$ cat config.mk
export PLATFORM = sky130hd
export DESIGN_NAME = instr_fetch
export DESIGN_NICKNAME = d
export VERILOG_FILES = /design/src/rtl/instr_fetch.sv
export SDC_FILE = /design/constraint.sdc
export NUM_CORES = 1
export LEC_CHECK = 0
export CORE_ASPECT_RATIO = 0.75
export CORE_UTILIZATION = 50
export DETAILED_ROUTE_END_ITERATION = 8
export PLACE_DENSITY = 0.79
export SLEW_MARGIN = 20
export SYNTH_ARGS = -nofsm -noshare
export SYNTH_HDL_FRONTEND = slang
export SYNTH_SLANG_ARGS = --single-unit
$ cat constraint.sdc
create_clock -name clk -period 3 [get_ports clk]
set_input_delay 0.6 -clock clk [delete_from_list [all_inputs] [get_ports clk]]
set_output_delay 0.6 -clock clk [all_outputs]
set_load 0.01 [all_outputs]
$ cat src/rtl/instr_fetch.sv
// Instruction fetch stage: owns the PC, drives the synchronous imem read port and
// registers {instruction, address, valid} into IF/ID with a one-entry skid buffer.
module instr_fetch #(
    parameter int                ADDR_W   = 14,
    parameter int                DATA_W   = 32,
    parameter logic [ADDR_W-1:0] RESET_PC = 14'h0000
) (
    input  logic              clk,
    input  logic              rst_n,
    input  logic              stall_i,
    input  logic              jump_i,
    input  logic [ADDR_W-1:0] jump_addr_i,
    output logic              imem_en_o,
    output logic [ADDR_W-1:0] imem_addr_o,
    input  logic [DATA_W-1:0] imem_data_i,
    output logic [DATA_W-1:0] Instr_o,
    output logic [ADDR_W-1:0] addr_o,
    output logic              valid_o
);

    typedef enum logic [1:0] {IDLE, RUN, SKID} state_t;

    state_t              state_q, state_d;
    logic [ADDR_W-1:0]   pc_q, pc_d;
    logic                req_vld_q, req_vld_d;
    logic [ADDR_W-1:0]   req_addr_q, req_addr_d;
    logic                hold_vld_q, hold_vld_d;
    logic [DATA_W-1:0]   hold_instr_q, hold_instr_d;
    logic [ADDR_W-1:0]   hold_addr_q, hold_addr_d;
    logic [DATA_W-1:0]   instr_q, instr_d;
    logic [ADDR_W-1:0]   addr_q, addr_d;
    logic                valid_q, valid_d;
    logic                issue;

    // rst_n is an active-high reset despite its name.
    assign issue       = (state_q != IDLE) && !stall_i && !jump_i && !rst_n;
    assign imem_en_o   = issue;
    assign imem_addr_o = pc_q;
    assign Instr_o     = instr_q;
    assign addr_o      = addr_q;
    assign valid_o     = valid_q;

    always_comb begin
        // NOTE: every _d gets a default first so no path leaves it unassigned (no latches).
        state_d      = state_q;
        pc_d         = issue ? pc_q + ADDR_W'(4) : pc_q;
        req_vld_d    = issue;
        req_addr_d   = issue ? pc_q : req_addr_q;
        hold_vld_d   = hold_vld_q;
        hold_instr_d = hold_instr_q;
        hold_addr_d  = hold_addr_q;
        instr_d      = instr_q;
        addr_d       = addr_q;
        valid_d      = valid_q;

        if (jump_i) begin
            pc_d       = {jump_addr_i[ADDR_W-1:2], 2'b00};
            req_vld_d  = 1'b0;
            hold_vld_d = 1'b0;
            instr_d    = '0;
            addr_d     = '0;
            valid_d    = 1'b0;
            state_d    = RUN;
        end else begin
            unique case (state_q)
                IDLE: begin
                    instr_d = '0;
                    addr_d  = '0;
                    valid_d = 1'b0;
                    state_d = RUN;
                end
                RUN: begin
                    if (!stall_i) begin
                        instr_d = req_vld_q ? imem_data_i : '0;
                        addr_d  = req_vld_q ? req_addr_q  : '0;
                        valid_d = req_vld_q;
                    end else if (req_vld_q) begin
                        // Read data lasts one cycle only, so park it while IF/ID is blocked.
                        hold_vld_d   = 1'b1;
                        hold_instr_d = imem_data_i;
                        hold_addr_d  = req_addr_q;
                        state_d      = SKID;
                    end
                end
                SKID: begin
                    if (!stall_i) begin
                        instr_d    = hold_instr_q;
                        addr_d     = hold_addr_q;
                        valid_d    = 1'b1;
                        hold_vld_d = 1'b0;
                        state_d    = RUN;
                    end
                end
                default: state_d = IDLE;
            endcase
        end
    end

    always_ff @(posedge clk) begin
        if (rst_n) begin
            // NOTE: sequential state uses non-blocking assignments only.
            state_q      <= IDLE;
            pc_q         <= RESET_PC;
            req_vld_q    <= 1'b0;
            req_addr_q   <= '0;
            hold_vld_q   <= 1'b0;
            hold_instr_q <= '0;
            hold_addr_q  <= '0;
            instr_q      <= '0;
            addr_q       <= '0;
            valid_q      <= 1'b0;
        end else begin
            state_q      <= state_d;
            pc_q         <= pc_d;
            req_vld_q    <= req_vld_d;
            req_addr_q   <= req_addr_d;
            hold_vld_q   <= hold_vld_d;
            hold_instr_q <= hold_instr_d;
            hold_addr_q  <= hold_addr_d;
            instr_q      <= instr_d;
            addr_q       <= addr_d;
            valid_q      <= valid_d;
        end
    end

endmodule

## After elaboration in Yosys (flattened, before gate mapping)

Index checks and enable logic that the tools add are counted.

| storage, ports and cells | value |
|---|---|
| register bits | 124 |
| logic and storage cells | 55 |

| operators by class | value |
|---|---|
| add/subtract/negate cells | 1 |
| eq/ne operators | 9 |
| muxes and demuxes | 18 |
| bitwise logic cells | 1 |
| reduce and logical (&&, ||, !) cells | 15 |

Operator list:

| cell | count |
|---|---|
| $mux 32 | 3 |
| $pmux 32 s3 | 1 |
| $mux 14 | 5 |
| $pmux 14 s3 | 1 |
| $add 14x3->14 const B | 1 |
| $ne 3x3->1 const B | 3 |
| $reduce_and 3->1 | 3 |
| $ne 2x2->1 const B | 4 |
| $mux 2 | 3 |
| $pmux 2 s3 | 1 |
| $reduce_and 4->1 | 1 |
| $reduce_bool 2->1 | 2 |
| $logic_and 1x1->1 | 3 |
| $logic_not 1->1 | 3 |
| $mux 1 | 3 |
| $pmux 1 s3 | 1 |
| $reduce_bool 3->1 | 1 |
| $eq 2x1->1 const B | 1 |
| $eq 2x2->1 const B | 1 |
| $logic_not 2->1 | 1 |
| $reduce_or 2->1 | 1 |
| $not 1->1 | 1 |

## Logic depth before layout (Yosys ltp)

| depth | value |
|---|---|
| word-level depth | 6 |
| depth in mapped cells | 8 |
| mapped depth without buffers | 6 |

## Least setup slack after synthesis

Ideal clock, no wire load.

| timing | value |
|---|---|
| path kind | flip-flop to output port |
| start | register state_q[0] |
| end | output port imem_en_o |
| data arrival time | 1.576 ns |
| path slack | 0.824 ns |
| stages on the path, launching flop included | 7 |
| path buffers | 2 |
| path through | dfxtp_1 -> inv_1 -> ha_1 -> or4_1 -> buf_2 -> inv_1 -> buf_2 |

| on the way | value |
|---|---|
| word-level cells in the longest chain between the ends | 4 |

RTL lines:

| what | line | RTL |
|---|---|---|
| start: declaration | 23 | `state_t state_q, state_d;` |
| start signal: assignment | 113 | `state_q <= state_d;` |
| $reduce_bool 2->1 | 36 | `assign issue = (state_q != IDLE) && !stall_i && !jump_i && !rst_n;` |
| $logic_and 1x1->1 (3 in series) | 36 |  |
| end: declaration | 13 | `output logic imem_en_o,` |

No other way between the ends.

## Worst setup path in the final report

Ends and elaborated chain as after synthesis.

==> impl_metrics.yaml <==
status:
  status: "finished, final reports clean"
worst_setup_path:
  cp_common_cell: "inv_1"
  arrival_ns: 2.30
  reg2regPathDepth: 7
  cp.required_ns: 2.40
  slowest_stage: "or4_1"
  crit_chain: "inv_1 -> ha_2 -> or4_1 -> inv_1 -> clkdlybuf4s50_1"
  r2r_slack_ns: 0.78
  max_stage_delay_ns: 0.55
  cp.depth: 5
  critPathBufInv: 3
  crit_fanout: 5
  setup.worst_path.end_class: "primary output"
  critical_path.top_delay_family: "buffers and inverters"
  critPathKind: "reg2out"
  startpoint_type: "register"
synth:
  syn_avg_cell_area_um2: 8.42
  synth_warnings: 0
  synthTopCellsByArea: "dfxtp_1 45%, mux2i_1 9.2%, nand2_1 9.0%"
  synth_cells: 607
  synth-async-reset-ratio_pct: 0
  synth.distinct_cells: 36
  yosysTopAreaCell: "dfxtp_1"
  yosysMostFrequentCell: "nand2_1"
  synth_area_um2: 5110
  synth-seq-cells: 116
  synthTopCellsByCount: "122 x nand2_1, 116 x dfxtp_1, 59 x a21oi_1"
  yosysSeqAreaShare_pct: 45.4
  synth_edf_count: 0
  synth_top_area_share_pct: 45.4
  yosys_most_used_dff: "dfxtp_1"
pwr:
  p_total_mw: 3.84
  p_leak_nw: 2.48
  pwr_density_cell_nw_per_um2: 564
  vdd_drop_max_mv: 0.321
min_path:
  hold_class: "reg2reg"
  worstHoldPathCells: 2
sta:
  min_period_ns: 2.90
  rsz0062_at_grt: "no"
  min_period_over_period_pct: 96.6
  hold_viol_final: 0
  fin_skew_ns: 0.00762
  fin_ws_ns: 0.103
  drv_slew: 0
  tns_ns: 0
  finalSetupViolCount: 0
  slew_headroom_pct: 32.5
  fmax_mhz: 345
  tightest_slew_ns: 1.01
clock_network:
  cts.repair.resized: 0
  htree_levels: 4
  cts_made_buffers: 17
  clock_path_buffers: 2
  clkTransAtPathRegs_ns: 0.05
  cts_hold_buf: 0
  clockRootBuffer: "clkbuf_16"
  cts_tree: "done"
  clkSinkCount: 116
  postCtsSetupBuffers: 0
  clkLatencyLatePin_ns: 0.41
global_route:
  grt_pass1_vias: 4375
  track_usage_pct: 26.0
  gr-total-overflow: 0
  grt_max_degree: 71
  antenna_found_initial: 0
  grt_pass1_wl_um: 21700
floorplan:
  die-area_um2: 10600
  die_w_um: 119
  fp.coreArea_um2: 9770
  fp.dieH_um: 89.6
  rows: 31
  initial_core_util_pct: 52.3
  io-pin-count: 112
placement:
  pre_cts_ws_ns: 0.164
  dp_hpwl_um: 8270
  port_buffers: 105
  place.gp.congestion: 0.836
finish:
  fin_nets: 746
  final_util_pct: 69.6
  areaGrowthSynthToFinish_pct: 33.2
  multiInputGateArea_um2: 2570
  nFillCells: 749
  final_layout_size_suffix_gt1_share_pct: 7.54
  num_antenna_cells: 0
  seq_area_um2: 2320
routing:
  drcViolationCount: 0
  ant_nets: 0
  viasPerCell: 5.65
  dr.pass1.iters: 5
  routed_wl_um: 13600
  vias: 4721
  drtIter0Drc: 448
  detail_route.wl_per_cell_um: 16.2
flow_run:
  cap_violations: 0
-- stage by stage --
| stage | hold slack [ns] | std cells | area (um^2) |
|---|---|---|---|
| floorplan | 0.436 | 610 | 5120 |
| global placement | 0.441 | 804 | 6230 |
| detailed placement | 0.450 | 804 | 6230 |
| CTS | 0.457 | 835 | 6810 |
| global route | 0.480 | 835 | 6810 |
| finish | 0.454 | 835 | 6810 |
-- final timing paths --
kind | startpoint | end
hold reg to reg | hold_addr_q[12]$_SDFFE_PP0P_ | hold_addr_q[12]$_SDFFE_PP0P_
setup reg to reg | state_q[0]$_SDFFE_PP0P_ | Instr_o[3]$_SDFFE_PP0P_
hold / removal | hold_addr_q[12]$_SDFFE_PP0P_ | hold_addr_q[12]$_SDFFE_PP0P_
setup / recovery | state_q[0]$_SDFFE_PP0P_ | imem_en_o
-- power breakdown --
group          total [mW]  switching [mW]  internal, mW  leakage [nW]
combinational       0.285           0.147         0.138          1.26
clock                1.97           0.691          1.28         0.282
sequential           1.58          0.0254          1.56         0.938
-- flip-flops by register name, summed over array words and instances (netlist names) --
signal	cells
Instr_o	32
addr_o	12
hold_addr_q	12
hold_instr_q	32
imem_addr_o	12
req_addr_q	12
req_vld_q	1
state_q	2
valid_o	1
-- metal layers --
metal	global-route usage (%)	routed length, um	vias to the layer above
met3	6.82	1060	19
met4	9.44	156	0
met5	0	0	-
li1	-	-	2251
met2	41.6	6310	196
met1	34.1	6030	2255
-- cell type report --
class | count | area share, %
clock buffer | 22 | 6.97
tap | 132 | 2.43
clock inverter | 9 | 1.53
multi-input combinational | 433 | 37.7
inverter | 6 | 0.331
timing repair buffer | 117 | 16.9
sequential | 116 | 34.1
-- worst min-delay path: cells and delay by family, from the launching register on --
kind	cells	cell delay [ns]
compound gates	1	0.05
flops	1	0.31
simple gates	1	0.05
-- cell usage in the layout (no fill, tap or decap), types with 2 or more instances in the layout --
cell	instances
or2_2	2
ha_2	3
or4_1	2
and3_1	2
nand2_1	122
a21oi_1	59
o22ai_1	3
xor2_1	9
clkbuf_16	17
clkdlybuf4s50_1	104
buf_4	11
clkinv_2	4
ha_1	2
clkinvlp_4	2
nor2b_1	45
clkbuf_1	2
a32oi_1	44
mux2i_1	47
nor2_1	56
a211oi_1	5
dfxtp_1	115
nand3_1	6
conb_1	4
bufinv_16	2
clkbuf_8	3
inv_1	6
nor2_4	2
nand4_1	4
o21ai_0	4
-- cell families after synthesis --
group	after synthesis	share of synthesized area (%)
flops	116	45.4
other cells	1	0.0734
compound gates	120	15.6
fa+ha+maj	5	1.22
buf+inv	61	4.97
xor+xnor	9	1.54
simple gates	248	22.0
mux	47	9.20
No activity file was read; power rests on OpenSTA's default activity.
